`config.mk`:
```
export PLATFORM = sky130hd
export DESIGN_NAME = multi_mode_ff_bank
export DESIGN_NICKNAME = d
export VERILOG_FILES = /design/src/rtl/ff_bank_pkg.sv /design/src/rtl/ff_bit_next.sv /design/src/rtl/multi_mode_ff_bank.sv
export SDC_FILE = /design/constraint.sdc
export NUM_CORES = 1
export LEC_CHECK = 0
export ABC_AREA = 1
export CAP_MARGIN = 10
export CORE_MARGIN = 2
export CORE_UTILIZATION = 48
export CTS_CLUSTER_DIAMETER = 40
export DETAILED_ROUTE_END_ITERATION = 6
export PLACE_DENSITY = 0.8
export SLEW_MARGIN = 30
export SYNTH_ARGS = -nofsm -noshare
export SYNTH_HDL_FRONTEND = slang
export SYNTH_SLANG_ARGS = --single-unit
```
`constraint.sdc`:
```
create_clock -name clk -period 1.5 [get_ports clk]
set_input_delay 0.3 -clock clk [delete_from_list [all_inputs] [get_ports clk]]
set_output_delay 0.3 -clock clk [all_outputs]
set_load 0.02 [all_outputs]
```
`src/rtl/ff_bank_pkg.sv`:
```
// Shared types and constants for the multi-mode flip-flop bank.
package ff_bank_pkg;

    // Run-time next-state behaviour applied to every bit of the bank.
    typedef enum logic [1:0] {
        FF_D  = 2'b00,
        FF_T  = 2'b01,
        FF_JK = 2'b10,
        FF_SR = 2'b11
    } ff_mode_e;

    // Next state of a bit that sees S=1,R=1 in SR mode.
    localparam int SR_HOLD  = 0;
    localparam int SR_SET   = 1;
    localparam int SR_RESET = 2;

endpackage

```
`src/rtl/ff_bit_next.sv`:
```
// Combinational next-state function for one flip-flop bit in any mode.
module ff_bit_next
    import ff_bank_pkg::*;
(
    input  logic       q,
    input  logic       a,
    input  logic       b,
    input  ff_mode_e   mode,
    input  logic [1:0] policy,
    output logic       q_next
);

    // Select next state from the current mode and the a/b bit pair.
    always_comb begin
        // NOTE: assigning a default first guarantees every path drives q_next, so no latch is inferred.
        q_next = q;
        case (mode)
            FF_D:  q_next = a;
            FF_T:  q_next = q ^ a;
            FF_JK: begin
                case ({a, b})
                    2'b01:   q_next = 1'b0;
                    2'b10:   q_next = 1'b1;
                    2'b11:   q_next = ~q;
                    default: q_next = q;
                endcase
            end
            FF_SR: begin
                case ({a, b})
                    2'b01:   q_next = 1'b0;
                    2'b10:   q_next = 1'b1;
                    2'b11: begin
                        case (policy)
                            2'(SR_SET):   q_next = 1'b1;
                            2'(SR_RESET): q_next = 1'b0;
                            default:      q_next = q;
                        endcase
                    end
                    default: q_next = q;
                endcase
            end
            default: q_next = q;
        endcase
    end

endmodule

```
`src/rtl/multi_mode_ff_bank.sv`:
```
// Bank of WIDTH flip-flops with run-time D/T/JK/SR mode, illegal-SR detection,
// a sticky error flag and a saturating error counter.
module multi_mode_ff_bank
    import ff_bank_pkg::*;
#(
    parameter int                 WIDTH             = 8,
    parameter logic [WIDTH-1:0]   RESET_VALUE       = '0,
    parameter int                 SR_ILLEGAL_POLICY = 0,
    parameter int                 ERR_CNT_W         = 8
) (
    input  logic                 clk,
    input  logic                 reset,
    input  logic                 en,
    input  logic [1:0]           mode,
    input  logic [WIDTH-1:0]     a,
    input  logic [WIDTH-1:0]     b,
    input  logic                 sync_clr,
    input  logic                 err_clr,
    output logic [WIDTH-1:0]     q,
    output logic [WIDTH-1:0]     qn,
    output logic                 sr_err,
    output logic [ERR_CNT_W-1:0] err_cnt
);

    localparam logic [1:0]           POLICY      = SR_ILLEGAL_POLICY[1:0];
    localparam logic [ERR_CNT_W-1:0] ERR_CNT_MAX = '1;

    // Reject an undefined SR=11 policy when the design is elaborated.
    if (SR_ILLEGAL_POLICY < SR_HOLD || SR_ILLEGAL_POLICY > SR_RESET) begin : g_bad_policy
        $error("multi_mode_ff_bank: SR_ILLEGAL_POLICY must be 0, 1 or 2");
    end

    ff_mode_e         mode_e;
    logic [WIDTH-1:0] q_next;
    logic             illegal;

    assign mode_e = ff_mode_e'(mode);

    // One next-state cell per bit; all share the mode and policy.
    for (genvar i = 0; i < WIDTH; i++) begin : g_bit
        ff_bit_next u_bit (
            .q      (q[i]),
            .a      (a[i]),
            .b      (b[i]),
            .mode   (mode_e),
            .policy (POLICY),
            .q_next (q_next[i])
        );
    end

    // An illegal event is any bit with S=R=1 on a cycle that actually updates in SR mode.
    assign illegal = en && (mode_e == FF_SR) && !sync_clr && (|(a & b));

    assign qn = ~q;

    // State register: reset > sync_clr > en > hold.
    always_ff @(posedge clk or posedge reset) begin
        // NOTE: non-blocking assignments keep every register sampling pre-edge values, avoiding ordering races.
        if (reset) begin
            q <= RESET_VALUE;
        end else if (sync_clr) begin
            q <= RESET_VALUE;
        end else if (en) begin
            q <= q_next;
        end
    end

    // Sticky error flag and saturating counter; a same-cycle event beats err_clr.
    always_ff @(posedge clk or posedge reset) begin
        if (reset) begin
            sr_err  <= 1'b0;
            err_cnt <= '0;
        end else if (err_clr) begin
            sr_err  <= illegal;
            err_cnt <= ERR_CNT_W'(illegal);
        end else if (illegal) begin
            sr_err <= 1'b1;
            if (err_cnt != ERR_CNT_MAX) begin
                err_cnt <= err_cnt + ERR_CNT_W'(1);
            end
        end
    end

endmodule

```
# Word-level counts from Yosys, hierarchy flattened
# Index checks and enable logic that the tools add are counted.
# word_totals
wordCells	122
ff_bits	17
out_inout_bits	25
input_bits	23
# classes
addsub	1
n_bitwise	18
reduce_logical	18
mux	31
n_eq_ne	44
# ops
op	n
$mux 8	5
$ne 5x2->1 const B	8
$eq 2x2->1 const B	18
$ne 4x2->1 const B	8
$pmux 1 s4	8
$pmux 1 s3	8
$reduce_and 3->1	8
$eq 2x1->1 const B	9
$pmux 1 s2	8
$add 8x1->8 const B	1
$and 8x8->8	1
$ne 8x8->1 const B	1
$not 1->1	8
$not 8->8	1
$reduce_or 8->1	1
$xor 1x1->1	8
$reduce_bool 2->1	3
$logic_and 1x1->1	3
$logic_not 2->1	1
$mux 1	2
$reduce_and 2->1	1
$logic_not 1->1	1

# Depth between registers and ports, before layout
# Gate-level depths: netlist of the first run.
# logic_depth
depth_word	6
mapped_depth	9
depth_no_buf	9

# By module
# A second synthesis of the first run with hierarchy kept.
# unflattened
hier_cells	284
hier_area_um2	1671.6
# by_module_without_submodules
mod	cells_each	n_inst	area_per_inst_um2
multi_mode_ff_bank	132	1	980.9
ff_bit_next	19	8	86.3

# Worst setup path after synthesis of the first run
# Ideal clock, no wire load.
# synth_timing
path_type	reg2reg
from	register err_cnt[0]
to	register err_cnt[4]
stages_incl_launch_ff	9
synth_period_minus_slack_ns	1.396
path_slack_ns	0.104
arrival_ns	1.278
required_ns	1.383
cell_sequence	dfrtp_1 > ha_1 > nand2_1 > inv_1 > nand3_2 > nand3_4 > nand2_4 > nand2_1 > nand2_1
# synth_via
elab_chain_len	4
# synth_rtl
item	line_no	rtl
from (decl)	multi_mode_ff_bank.sv:22	output logic [ERR_CNT_W-1:0] err_cnt
from (signal assigned)	multi_mode_ff_bank.sv:75	err_cnt <= ERR_CNT_W'(illegal);
from (signal assigned)	multi_mode_ff_bank.sv:79	err_cnt <= err_cnt + ERR_CNT_W'(1);
$add 8x1->8	multi_mode_ff_bank.sv:79	
$mux 8	multi_mode_ff_bank.sv:78	if (err_cnt != ERR_CNT_MAX) begin
$mux 8	multi_mode_ff_bank.sv:76	end else if (illegal) begin
$mux 8	multi_mode_ff_bank.sv:73	end else if (err_clr) begin
# Several ways; a longest one is shown, not always the timed one. The select of a mux whose other input is x is not followed.
# A chain may end at the register's enable or synchronous reset.

# Final worst setup path of the first run
# layout_timing
from	register q[7]
to	output port qn[7]
# layout_via
elab_chain_len	1
# layout_rtl
item	line_no	rtl
from (decl)	multi_mode_ff_bank.sv:19	output logic [WIDTH-1:0] q,
from (signal assigned)	multi_mode_ff_bank.sv:64	q <= q_next;
$not 8->8	multi_mode_ff_bank.sv:54	assign qn = ~q;
to (decl)	multi_mode_ff_bank.sv:20	output logic [WIDTH-1:0] qn,
# Every way passes these cells.

==> summary.md, run 1 <==
| Metric | Value |
|---|---|
| Die Width | `between 60 and 70 µm` |
| Avg WL per Cell | `11.84 µm` |
| Area Overhead vs Synth | `40.61%` |
| Via count of the first global-routing pass | `1,710` |
| Global-route wire length before repair | `roughly 7400 µm` |
| Buffers added on ports | `47` |
| Static leakage | `1.326 nW` |
| Synthesized net count | `between 200 and 300` |
| Most frequent cells in the layout | `nand2_1 (61), nand3_1 (41), inv_1 (34)` |
| Vias per cell | `5.169` |
| Pwr dens | `about 550 nW/µm²` |
| Total number of vias | `1,892` |
| Peak supply drop | `0.3533 mV` |
| CTS sink count | `17` |
| Filler Cell Count | `289` |
| Final clock skew | `between 0.005 and 0.006 ns` |
| Worst skew pair latency | `0.30 ns` |
| H-tree levels | `1` |
| Share of layout cells above drive strength 1 | `0.1781` |
| Clock Path Buffers | `2` |
| Fin. max-slew vios | `0` |
| Core Rows | `21` |
| Pre-CTS WS | `-0.2808 ns` |
| Seq/Total Area, Yosys | `0.2475` |
| Arr. time, crit path | `between 1 and 1.5 ns` |
| Die area | `4076 µm²` |
| CTS clock-pin slew for the worst setup and hold paths | `around 0.11 ns` |
| Cells after Synth | `256` |
| Num ports | `between 40 and 50` |
| Drc violations | `0` |
| DRT iter0 DRCs | `96` |
| Hold Worst Slack | `0.3004 ns` |
| Worst Path Max Fanout | `3` |
| Num CTS Buffers | `3` |
| CP Launch Type | `flop` |
| Diodes inserted | `0` |
| Footprint of the multi-input gates | `around 1100 µm²` |
| Status | `finished clean` |
| Starting Density | `0.5072` |
| Crit path kind | `reg -> out` |
| YS warnings | `0` |
| Highest clock rate | `just under 700 MHz` |
| TritonCTS clock tree | `done` |
| CP required | `between 1 and 1.5 ns` |
| Clock root buffer | `clkbuf_4` |
| Worst hold path type | `in -> async` |
| DIE HEIGHT | `63.85 µm` |
| Register bit count reported by yosys | `17` |
| Number of routed nets with antenna violations | `0` |
| Minimum setup slack in the final design | `0.03592 ns` |
| Synth top area cells | `dfrtp_1 (25%), nand2_1 (14%), ha_1 (12%)` |
| Slew @ Worst Pin | `between 0.3 and 0.4 ns` |
| Tcrit/Tclk final | `0.9761` |
| Register area | `425.4 µm²` |
| Period minus WS final | `1.464 ns` |
| Post-DP HPWL | `3313 µm` |
| Nets@finish | `approximately 360` |
| Final setup viols | `0` |
| Final hold violation count | `0` |
| Mean area per synthesized cell | `6.715 µm²` |
| Most common cell after layout, fill and taps aside | `nand2_1` |
| Gr ovfl total | `0` |
| Cell variety after synth | `28` |
| Gpl congestion | `0.8790` |
| Core area | `3390 µm²` |
| Area leader, netlist | `dfrtp_1` |
| Syn Std Cell Area | `1719 µm²` |
| Top cell type's share of synthesized area | `0.2475` |
| Pre-antenna DRT Iters | `4` |
| Gr usage total | `0.2240` |
| Initial antenna violation count | `0` |
| Max-Cap Viols | `0` |
| Endpoint class of the critical path | `output pin` |
| Largest net degree at the start of global routing | `18` |
| Max_slew headroom | `0.7446` |
| Post-Route WL | `4335 µm` |
[path summary, 6_finish.rpt]
| check | slack (ns) | from | cells past startpoint | to |
|---|---|---|---|---|
| max | 0.04 | q[7] | 2 | qn[7] |
| min | 0.30 | reset | 3 | q[5] |
| max reg2reg | 0.13 | err_cnt[0] | 8 | err_cnt[3] |
| min reg2reg | 0.53 | sr_err | 2 | sr_err |
| max in group asynchronous | 1.00 | reset | 3 | sr_err |
| min in group clk | 0.47 | a[5] | 5 | q[5] |
[worst max-delay path, cell delays in order, from the launching register on]
cell           delay (ns)
dfrtp_1              0.42
inv_1                0.10
dlygate4sd2_1        0.34
[synthesized netlist by cell type]
cell type,instances
a21oi_1,8
a31o_2,1
a31oi_1,7
buf_1,1
buf_2,3
buf_4,9
buf_6,1
clkinv_2,1
dfrtp_1,17
ha_1,17
inv_1,35
inv_2,1
inv_4,1
nand2_1,64
nand2_4,1
nand3_1,41
nand3_2,1
nand3_4,2
nand4_1,3
nor2_1,19
nor2_2,1
nor2_8,1
o211ai_1,1
o21ai_0,10
o21bai_1,1
or2_0,7
xnor2_1,1
xor2_1,1
[logic make-up after synthesis]
logic type,count (synthesis),share of synthesized area
buffers and inverters,52,0.1419
AO/OA/AOI/OAI,28,0.09171
AND/OR/NAND/NOR,140,0.3850
XOR/XNOR,2,0.01019
flip-flops,17,0.2475
adder cells (fa/ha/maj),17,0.1237
[final cells by class]
type / instances / share of cell area
Inverter: 38 / 0.06056
Timing Repair Buffer: 73 / 0.2743
Tap cell: 46 / 0.02381
Clock buffer: 3 / 0.009317
Clock inverter: 1 / 0.002070
Sequential cell: 17 / 0.1760
Multi-Input combinational cell: 188 / 0.4539
[report_power, final]
group	switching [mW]	total, mW	internal, mW
logic	0.314	0.557	0.243
registers	0.0236	0.513	0.490
clock network	0.158	0.257	0.0993
total	0.496	1.33	0.832
[repair_timing]
action,in CTS,in global routing
setup endpoints to repair,25,16
buffers inserted,0,2
cloned,0,1
hold buffers,0,0
pin swaps,0,4
endpoints found under the hold margin,0,0
gates resized for setup,25,23
[state kept, by name, summed over array words and instances, names as in the netlist]
| name | cells |
|---|---|
| err_cnt | 8 |
| sr_err | 1 |
| q | 8 |
[layer usage]
layer	wire, µm	part of all wire	up-vias	GRT usage
li1	-	-	958	-
met1	1904	0.44	867	0.3030
met2	2097	0.48	62	0.3685
met3	279	0.064	5	0.02465
met4	53	0.012	0	0.07880
met5	0	0	-	0
[stage by stage]
| stage | cells | cell area (µm²) | total power, mW | setup TNS, ns | utilization |
|---|---|---|---|---|---|
| finish | 366 | 2417 | 1.327 | 0 | 0.7132 |
| CTS | 363 | 2338 | 1.316 | 0 | 0.6899 |
| global route | 366 | 2417 | 1.409 | -0.002427 | 0.7132 |
| global placement | 359 | 2342 | 1.103 | -3.936 | 0.6910 |
| detailed placement | 359 | 2342 | 1.109 | -3.897 | 0.6910 |
| floorplan | 256 | 1719 | 0.8646 | 0 | - |
Note: power is estimated with default switching activity, not from simulation.
==> inputs of run 2 (changes only) <==
- CAP_MARGIN: 10 -> unset
==> results of run 2 <==
The final DEF is identical to that of run 1; final timing and power are the same.
==> inputs of run 3 (changes only) <==
- CORE_UTILIZATION: 48 -> 44
- PLACE_DENSITY: 0.8 -> 0.88
- clock period: 1.5 -> 1.3 ns (I/O delays scaled with it)
==> run 3 against run 2 <==
  * The run now ends with setup timing left
  * Register-to-register slack got worse by 0.19 ns
  * Combinational power increased by 34%
  * Count of clock-buffer cells in the layout unchanged
  * Clock power increased by 68%
  * Highest routed layer unchanged
==> summary.md, run 3 (synthesis gave the netlist of run 1 again) <==
| Metric | Value |
|---|---|
| Status | `finished with violations` |
| Failing checks | `setup timing` |
| Number of routed nets with antenna violations | `0` |
| Worst hold path type | `in -> async` |
| Reg-to-reg setup timing slack | `-0.06 ns` |
| Largest net degree at the start of global routing | `18` |
| Buffers added on ports | `47` |
| Global-route wire length before repair | `9246 µm` |
| Final clock skew | `0.001531 ns` |
| Pre-CTS WS | `-0.4726 ns` |
| Num CTS Buffers | `3` |
| Unrepaired setup endpoints after global routing | `true` |
| Slew @ Worst Pin | `0.4273 ns` |
| Endpoint class of the critical path | `flop` |
| Max_slew headroom | `0.7148` |
| Static leakage | `~1.4 nW` |
| Worst skew pair latency | `about 0.27 ns` |
| Nets@finish | `384` |
| CP max stage cell | `dlygate4sd2_1` |
| Num ports | `48` |
| Placed cell count | `approximately 380` |
| Vias per cell | `5.880` |
| Drc violations | `0` |
| Minimum setup slack in the final design | `-0.1339 ns` |
| Most common cell after layout, fill and taps aside | `nand2_1` |
| Critical Path, Cell by Cell | `dlygate4sd2_1, ha_2, nor2_1, nand2_2, inv_2, nand2_4, nand3_4, nand2_4, nand2_1, nand2_1` |
| Pre-antenna DRT Iters | `6` |
| Crit-path max cell delay | `0.26 ns` |
| Gr usage total | `0.2748` |
| Top Registers | `err_cnt (8), q (8), sr_err (1)` |
| Placed Area | `2495 µm²` |
| Core Rows | `22` |
| Filler Cell Count | `253` |
| Avg WL per Cell | `16.73 µm` |
| H-tree levels | `1` |
| Max-Cap Viols | `0` |
| Worst path bufs/invs | `2` |
| Gpl congestion | `~0.86` |
| Final hold violation count | `0` |
| CP required | `1.46 ns` |
| Diodes inserted | `0` |
| Post-DP HPWL | `between 3000 and 4000 µm` |
| Clock root buffer | `clkbuf_8` |
| DRT iter0 DRCs | `330` |
| DIE HEIGHT | `66.51 µm` |
| Crit path kind | `in -> reg` |
| Hold Worst Slack | `roughly 0.31 ns` |
| Fin. max-slew vios | `0` |
| TritonCTS clock tree | `done` |
| Highest clock rate | `roughly 700 MHz` |
| Share of layout cells above drive strength 1 | `0.3178` |
| Post-Route WL | `6541 µm` |
| Top delay family on crit path | `simple AND/OR/NAND/NOR gates` |
| Area Overhead vs Synth | `54.44%` |
| Pwr dens | `669.6 nW/µm²` |
| CTS sink count | `17` |
| Worst Path Max Fanout | `5` |
| Arr. time, crit path | `~1.6 ns` |
| Gr ovfl total | `0` |
| Final core occ | `0.7145` |
| Tcrit/Tclk final | `1.103` |
| Period minus WS final | `about 1.4 ns` |
| Total number of vias | `2,299` |
| Finished Layout Cells | `between 300 and 400` |
| Die area | `4423 µm²` |
| Final instance area | `2655 µm²` |
| CP Launch Type | `input pin` |
| Starting Density | `0.4626` |
| CTS clock-pin slew for the worst setup and hold paths | `roughly 0.080 ns` |
| Clock Path Buffers | `2` |
| Initial antenna violation count | `0` |
| Peak supply drop | `0.2827 mV` |
| Setup TNS | `-0.8025 ns` |
| Most frequent cells in the layout | `nand2_1 (58), buf_4 (48), nand3_1 (38)` |
| Die Width | `between 60 and 70 µm` |
| Pwr Total | `1.778 mW` |
| Cts hold-fix bufs | `0` |
| Final setup viols | `11` |
| Via count of the first global-routing pass | `2,166` |
| Core area | `3716 µm²` |
-- run 3: routing by layer --
metal  track usage  share of wire
met1        0.3091           0.35
met2        0.4550           0.47
met3       0.04899          0.089
met4        0.2143          0.089
met5             0              0
-- run 3: layout make-up --
type                    count  area [µm²]  share of cell area
repair buffers             96       784.5              0.2955
clock buffers               3       41.29             0.01555
clock inverters             1       5.005            0.001885
inverters                  38       146.4             0.05514
flip-flops and latches     17       427.9              0.1612
multi-input cells         188        1190              0.4482
well taps                  48       60.06             0.02262
-- run 3: repair_timing --
action | 4_1_cts | 5_1_grt
setup buffers | 3 | 4
gates cloned | 1 | 0
resized for setup | 81 | 27
endpoints found under the hold margin | 0 | 0
endpoints found under the setup margin | 41 | 24
pin swaps | 20 | 3
-- run 3: worst reg2reg max path: stages (launching register included) --
cell     delay (ns)
dfrtp_1        0.44
nand2_1        0.09
nor2_1         0.19
nand3_4        0.17
nand3_4        0.15
nand2_4        0.08
nand2_1        0.07
nand2_1        0.06
-- run 3: where the power goes --
| part | leakage [nW] | switching (mW) | internal [mW] | total (mW) |
|---|---|---|---|---|
| sequential | 0.224 | 0.0334 | 0.565 | 0.599 |
| clock | 0.0255 | 0.216 | 0.214 | 0.431 |
| combinational | 1.15 | 0.429 | 0.320 | 0.749 |
| total | 1.40 | 0.679 | 1.10 | 1.78 |
-- run 3: worst paths after layout --
check | from | to | cells after the start
max reg2reg | err_cnt[6] | err_cnt[5] | 7
min | reset | q[6] | 3
max | b[3] | err_cnt[5] | 10
min in group clk | q[3] | q[3] | 2
max in group asynchronous | reset | err_cnt[0] | 3
min reg2reg | q[3] | q[3] | 2
